[src/rtl/wb_master_arbiter.sv]
// rtl/wb_master_arbiter.sv - two-master Wishbone round-robin arbiter onto one shared slave
// Optional bus timeout compiled in with `define ARB_TIMEOUT_EN.
module wb_master_arbiter #(
  parameter int unsigned TIMEOUT_CYCLES = 16
) (
  input  logic        clk,
  input  logic        rst,
  input  logic        m0_cyc_i,
  input  logic        m0_stb_i,
  input  logic        m0_we_i,
  input  logic [3:0]  m0_sel_i,
  input  logic [31:0] m0_addr_i,
  input  logic [31:0] m0_data_i,
  output logic [31:0] m0_data_o,
  output logic        m0_ack_o,
  output logic        m0_err_o,
  input  logic        m1_cyc_i,
  input  logic        m1_stb_i,
  input  logic        m1_we_i,
  input  logic [3:0]  m1_sel_i,
  input  logic [31:0] m1_addr_i,
  input  logic [31:0] m1_data_i,
  output logic [31:0] m1_data_o,
  output logic        m1_ack_o,
  output logic        m1_err_o,
  output logic        s_cyc_o,
  output logic        s_stb_o,
  output logic        s_we_o,
  output logic [3:0]  s_sel_o,
  output logic [31:0] s_addr_o,
  output logic [31:0] s_data_o,
  input  logic [31:0] s_data_i,
  input  logic        s_ack_i,
  output logic [1:0]  gnt_o
);

  typedef enum logic [1:0] {
    IDLE  = 2'b00,
    GNT_D = 2'b01,
    GNT_I = 2'b10
  } state_e;

  localparam logic [7:0] TO_LAST = 8'(TIMEOUT_CYCLES - 1);

  state_e      state_q, state_d;
  logic        last_gnt_q, last_gnt_d;  // 1: m1 was granted last
  logic [7:0]  cnt_q, cnt_d;

  logic        req0, req1;
  logic        g_cyc, g_stb, g_we;
  logic [3:0]  g_sel;
  logic [31:0] g_addr, g_data;
  logic        g_is_m1;
  logic        at_limit;
  logic        timeout_hit;

  assign req0 = m0_cyc_i & m0_stb_i;
  assign req1 = m1_cyc_i & m1_stb_i;

  assign g_is_m1 = (state_q == GNT_I);
  assign g_cyc   = g_is_m1 ? m1_cyc_i  : m0_cyc_i;
  assign g_stb   = g_is_m1 ? m1_stb_i  : m0_stb_i;
  assign g_we    = g_is_m1 ? m1_we_i   : m0_we_i;
  assign g_sel   = g_is_m1 ? m1_sel_i  : m0_sel_i;
  assign g_addr  = g_is_m1 ? m1_addr_i : m0_addr_i;
  assign g_data  = g_is_m1 ? m1_data_i : m0_data_i;

  assign at_limit = (cnt_q == TO_LAST);

`ifdef ARB_TIMEOUT_EN
  // A coinciding ack always beats the timeout.
  assign timeout_hit = at_limit & g_cyc & g_stb & ~s_ack_i;
`else
  assign timeout_hit = 1'b0;
`endif

  always_ff @(posedge clk or negedge rst) begin
    if (!rst) begin
      state_q    <= IDLE;
      last_gnt_q <= 1'b1;
      cnt_q      <= '0;
    end else begin
      state_q    <= state_d;
      last_gnt_q <= last_gnt_d;
      cnt_q      <= cnt_d;
    end
  end

  always_comb begin
    state_d    = state_q;
    last_gnt_d = last_gnt_q;
    cnt_d      = cnt_q;
    s_cyc_o    = 1'b0;
    s_stb_o    = 1'b0;
    s_we_o     = 1'b0;
    s_sel_o    = '0;
    s_addr_o   = '0;
    s_data_o   = '0;
    m0_data_o  = '0;
    m0_ack_o   = 1'b0;
    m0_err_o   = 1'b0;
    m1_data_o  = '0;
    m1_ack_o   = 1'b0;
    m1_err_o   = 1'b0;

    case (state_q)
      IDLE: begin
        cnt_d = '0;
        if (req0 && (!req1 || last_gnt_q)) begin
          state_d = GNT_D;
        end else if (req1) begin
          state_d = GNT_I;
        end
      end

      GNT_D, GNT_I: begin
        s_cyc_o  = g_cyc & ~timeout_hit;
        s_stb_o  = g_stb & ~timeout_hit;
        s_we_o   = g_we;
        s_sel_o  = g_sel;
        s_addr_o = g_addr;
        s_data_o = g_data;
        if (g_is_m1) begin
          m1_ack_o  = s_ack_i;
          m1_data_o = s_data_i;
          m1_err_o  = timeout_hit;
        end else begin
          m0_ack_o  = s_ack_i;
          m0_data_o = s_data_i;
          m0_err_o  = timeout_hit;
        end

        // Grant is kept for the whole cycle; dropping cyc or a timeout ends it.
        if (!g_cyc || timeout_hit) begin
          state_d    = IDLE;
          last_gnt_d = g_is_m1;
          cnt_d      = '0;
        end else if (s_ack_i) begin
          cnt_d = '0;
        end else if (g_stb && !at_limit) begin
          cnt_d = cnt_q + 8'd1;
        end
      end

      default: begin
        state_d = IDLE;
      end
    endcase
  end

  assign gnt_o = state_q;

endmodule

[config.mk]
export PLATFORM = sky130hd
export DESIGN_NAME = wb_master_arbiter
export DESIGN_NICKNAME = d
export VERILOG_FILES = /design/src/rtl/wb_master_arbiter.sv
export SDC_FILE = /design/constraint.sdc
export NUM_CORES = 1
export LEC_CHECK = 0
export BUFFER_PORTS_ARGS = -buffer_cell sky130_fd_sc_hd__buf_2
export CAP_MARGIN = 30
export CORE_AREA = 2 2 123 125
export CTS_BUF_LIST = sky130_fd_sc_hd__clkbuf_16
export DETAILED_ROUTE_END_ITERATION = 7
export DIE_AREA = 0 0 125 127
export PLACE_DENSITY_LB_ADDON = 0.2
export RECOVER_POWER = 100
export SYNTH_ARGS = -nofsm -noshare
export SYNTH_HDL_FRONTEND = slang
export SYNTH_SLANG_ARGS = --single-unit
[constraint.sdc]
create_clock -name clk -period 4.1 [get_ports clk]
set_input_delay 0.615 -clock clk [delete_from_list [all_inputs] [get_ports clk]]
set_output_delay 0.615 -clock clk [all_outputs]
set_load 0.05 [all_outputs]
-- Word level (Yosys, flattened, before mapping)
Cells that the tools add are included.
- bits in registers: 3
- word-level logic and storage cells: 40
- output and inout bits: 141
- bits of input ports: 177
- bitwise logic cells: 3
- mux-type cells: 24
- reduce and logical (&&, ||, !) cells: 7
- equal/unequal tests: 4
- operator list (kind ; number):
    $mux 32 ; 8
    $mux 1 ; 10
    $mux 4 ; 2
    $mux 2 ; 3
    $pmux 2 s2 ; 1
    $reduce_and 2->1 ; 2
    $ne 3x3->1 const B ; 1
    $and 1x1->1 ; 2
    $eq 2x1->1 const B ; 1
    $eq 2x2->1 const B ; 1
    $logic_not 2->1 ; 1
    $ne 2x2->1 const B ; 1
    $reduce_or 2->1 ; 1
    $logic_and 1x1->1 ; 1
    $logic_not 1->1 ; 1
    $logic_or 1x1->1 ; 1
    $not 1->1 ; 1

-- Longest topological paths before layout
- word-level depth: 6
- depth in mapped cells: 7
- mapped depth without buffers: 5

-- Least setup slack after synthesis
Ideal clock, no wire load.
- path kind: reg-to-output
- from: register state_q[0] (netlist: gnt_o[0])
- to: output port s_addr_o[0]
- required time: 3485 ps
- stages on the path, launching flop included: 6
- data arrival time: 2209 ps
- path slack: 1276 ps
- cells stage by stage: dfrtp_1 -> inv_1 -> ha_1 -> buf_2 -> clkbuf_1 -> nor2b_1
- word-level cells in the longest chain between the ends: 3
- elaborated cells between the ends (all ways): 5
- those cells by class: 2 x eq/ne; 2 x mux; 1 x reduce/logical
- ends and longest elaborated chain (item ; line ; source):
    start: declaration ; 45 ; state_e state_q, state_d;
    start signal: assignment ; 83 ; state_q <= state_d;
    $eq 2x2->1 or $eq 2x1->1 (tied branches) ; 60, 106 ;
    $mux 32 or $reduce_or 2->1 (tied branches) ; 65, 106 ;
    $mux 32 (*) ; 106 ; case (state_q)
    end: declaration ; 30 ; output logic [31:0] s_addr_o,
Mark *: on every way between the ends. The rest lies on a longest branch, timed or not.

-- Worst setup path in the final report
- from: register state_q[0] (netlist: gnt_o[0])
- to: output port m0_data_o[8]
- word-level cells in the longest chain between the ends: 3
- elaborated cells between the ends (all ways): 5
- those cells by class: 2 x eq/ne; 2 x mux; 1 x reduce/logical
- ends and longest elaborated chain (item ; line ; source):
    $eq 2x2->1 (*) ; 60 ; assign g_is_m1 = (state_q == GNT_I);
    via g_is_m1 ; 53 ; logic g_is_m1;
    $mux 32 or $reduce_or 2->1 (tied branches) ; 123, 106 ;
    $mux 32 (*) ; 106 ;
    end: declaration ; 14 ; output logic [31:0] m0_data_o,
Mark *: on every way through the listed nets, which the timed path passes. The rest lies on a longest branch.

==> impl_metrics.py <==
metrics = {
    "run_status": {
        "outcome": "complete, no violations",
    },
    "global_route": {
        "grt.total_usage_pct": 9.924,
        "grt_pass1_wl_um": 13180,
        "use_met2_pct": 20.40,
        "grtUsageMet1_pct": 10.41,
        "grt_max_degree": 76,
        "grtUsageMet3_pct": 2.219,
        "grt_busiest_layer": "met2",
        "antenna_found_initial": 1,
        "grt-ovfl-total": 0,
        "grt_pass1_vias": 2686,
    },
    "critical_path": {
        "critPathMaxFanout": 45,
        "slowest_delay_ns": 0.65,
        "crit_slowest_cell": "clkbuf_1",
        "worstPathRequired_ns": 3.48,
        "critical_path.cell_chain": "inv_1 -> ha_4 -> nor2b_1 -> clkbuf_1 -> and2_1 -> buf_2",
        "criticalPathCategory": "register to output port",
        "start_kind": "register",
        "end_kind": "output port",
        "critical_path_arrival_ns": 2.65,
    },
    "yosys": {
        "ys_types": 25,
        "postSynthAreaPerCell_sq_um": 7.517,
        "syn-cell-area_sq_um": 1924,
        "synth_compound_area_share_pct": 2.601,
        "synth-xor-area-share_pct": 0,
        "yosysWarningCount": 0,
        "synthArstFlopShare_pct": 100.0,
        "synthAdderAreaFrac_pct": 1.300,
        "synth_seq_area_share_pct": 3.966,
        "synth_mux_area_share_pct": 37.19,
        "ys_seq_elements": 3,
        "synthCells": 256,
        "synthFlopType": "dfrtp_1",
        "synth_top_family_by_area": "simple AND/OR/NAND/NOR gates",
        "yosys.area_share.simple_pct": 46.49,
        "synth_edf_count": 0,
    },
    "cells_and_area": {
        "n_antenna_cell": 0,
        "synthToLayoutAreaGrowth_pct": 85.70,
        "drive_gt1_share_pct": 38.99,
        "most-common-layout-cells": "207 x buf_2, 109 x clkbuf_1, 71 x nor2b_1",
        "n_fill_cell": 1666,
        "final_area_sq_um": 3573,
        "fin_nets": 734,
        "postLayoutCoreUtil_pct": 24.77,
        "final_common_cell": "buf_2",
    },
    "timing": {
        "fmax_mhz": 306.5,
        "relSlewSlack_pct": 47.50,
        "rsz0062_at_grt": "false",
        "final_max_slew_viol_count": 0,
        "fin_crit_ns": 3.263,
        "clock_skew_ns": 0.0005832,
        "hold_violations": 0,
        "tns_ns": 0,
        "worst_pin_slew_ns": 0.7876,
        "post-route-period-util_pct": 79.58,
        "setup_viol": 0,
    },
    "place": {
        "dp_hpwl_um": 7596,
        "place_area_sq_um": 3637,
        "gp_congestion": 0.7830,
        "portBuffers": 315,
    },
    "floorplan": {
        "core_sq_um": 14420,
        "boundaryPins": 318,
        "die_h_um": 127,
        "initial_core_util_pct": 13.34,
        "die_area_sq_um": 15880,
        "num_rows": 44,
        "fp.dieW_um": 125,
    },
    "routing": {
        "drc": 0,
        "firstDrtPassIters": 4,
        "vias": 2833,
        "wl_per_cell_um": 11.98,
        "vias_per_cell": 3.839,
        "drtIter0Drc": 21,
        "wirelength_um": 8842,
        "ant_nets": 0,
    },
    "clock_tree": {
        "cts_sinks": 3,
        "clock_latency_ns": 0.22,
        "numCtsBuffers": 3,
        "cts_buffer_depth": 2,
        "cts-root-buf": "clkbuf_16",
        "cts_setup_buffers": 0,
        "h-tree-depth": 1,
        "holdBufCountCts": 0,
        "tritoncts": "yes",
        "ctsResizeCount": 0,
        "cts.clk_slew.worst_paths_ns": 0.03,
    },
    "worst_hold_path": {
        "hold_path_class": "input port to async pin",
    },
    "job": {
        "maxCapViolCount": 0,
    },
}
==> per-layer routing <==
metal  routed length [um]  part of all wire, %  vias up
li1                     -                    -     1426
met1                 3139                   36     1211
met2                 4754                   54      188
met3                  897                   10        6
met4                   36                 0.41        2
met5                   13                 0.15        -
==> through the flow <==
step	setup slack (ns)	hold WS (ns)	cells
after floorplan	1.276	0.3194	257
after global placement	1.394	0.4169	734
after detailed placement	1.363	0.4173	734
after CTS	1.127	0.1823	738
after global routing	0.5015	0.2117	738
final	0.8372	0.1958	738
==> state kept, by name, summed over array words and instances, names as in the netlist <==
register / count
gnt_o: 2
last_gnt_q: 1
==> logic make-up (layout without fill, tap and decap cells) <==
group / Yosys count / after routing
and+or+nand+nor: 144 / 144
muxes: 71 / 71
buffers and inverters: 28 / 325
AOI/OAI and AO/OA: 7 / 7
DFF: 3 / 3
adders and majority gates: 2 / 2
other: 1 / 2
==> synth_stat cells, types with 2 or more instances <==
library cell	number	share of area (%)
buf_2	4	1.0
mux2i_1	70	36
nand2_1	2	0.39
a21oi_1	2	0.52
nor2b_1	71	23
buf_6	5	2.9
inv_1	3	0.59
buf_4	3	1.2
dfrtp_1	2	2.6
clkbuf_1	13	2.5
and2_1	66	21
ha_1	2	1.3
==> worst max-delay path, delay by kind of cell, from the launching register on <==
family / cells / cell delay [ns]
fa+ha+maj: 1 / 0.36
buf+inv: 3 / 1.00
flops: 1 / 0.33
simple gates: 2 / 0.71
==> path summary, 6_finish.rpt <==
path                            start      endpoint  slack (ns)  cells past startpoint
hold reg to reg            last_gnt_q    last_gnt_q        0.54                      2
min in group clk           last_gnt_q    last_gnt_q        0.54                      2
hold / removal                    rst      gnt_o[0]        0.20                      1
max in group asynchronous         rst    last_gnt_q        3.67                      1
setup reg to reg             gnt_o[0]      gnt_o[1]        2.09                      5
setup / recovery             gnt_o[0]  m0_data_o[8]        0.84                      6
==> final cells by class <==
class | instances | area [sq um] | share of cell area, %
multi-input combinational | 226 | 1704 | 47.69
tap | 184 | 230.2 | 6.443
timing repair buffer | 318 | 1473 | 41.21
clock inverter | 1 | 3.754 | 0.1050
inverter | 3 | 11.26 | 0.3151
sequential | 3 | 76.32 | 2.136
clock buffer | 3 | 75.07 | 2.101
Power is not shown: default switching activity piles up to over one toggle a cycle in this logic, so the estimate is an artifact.
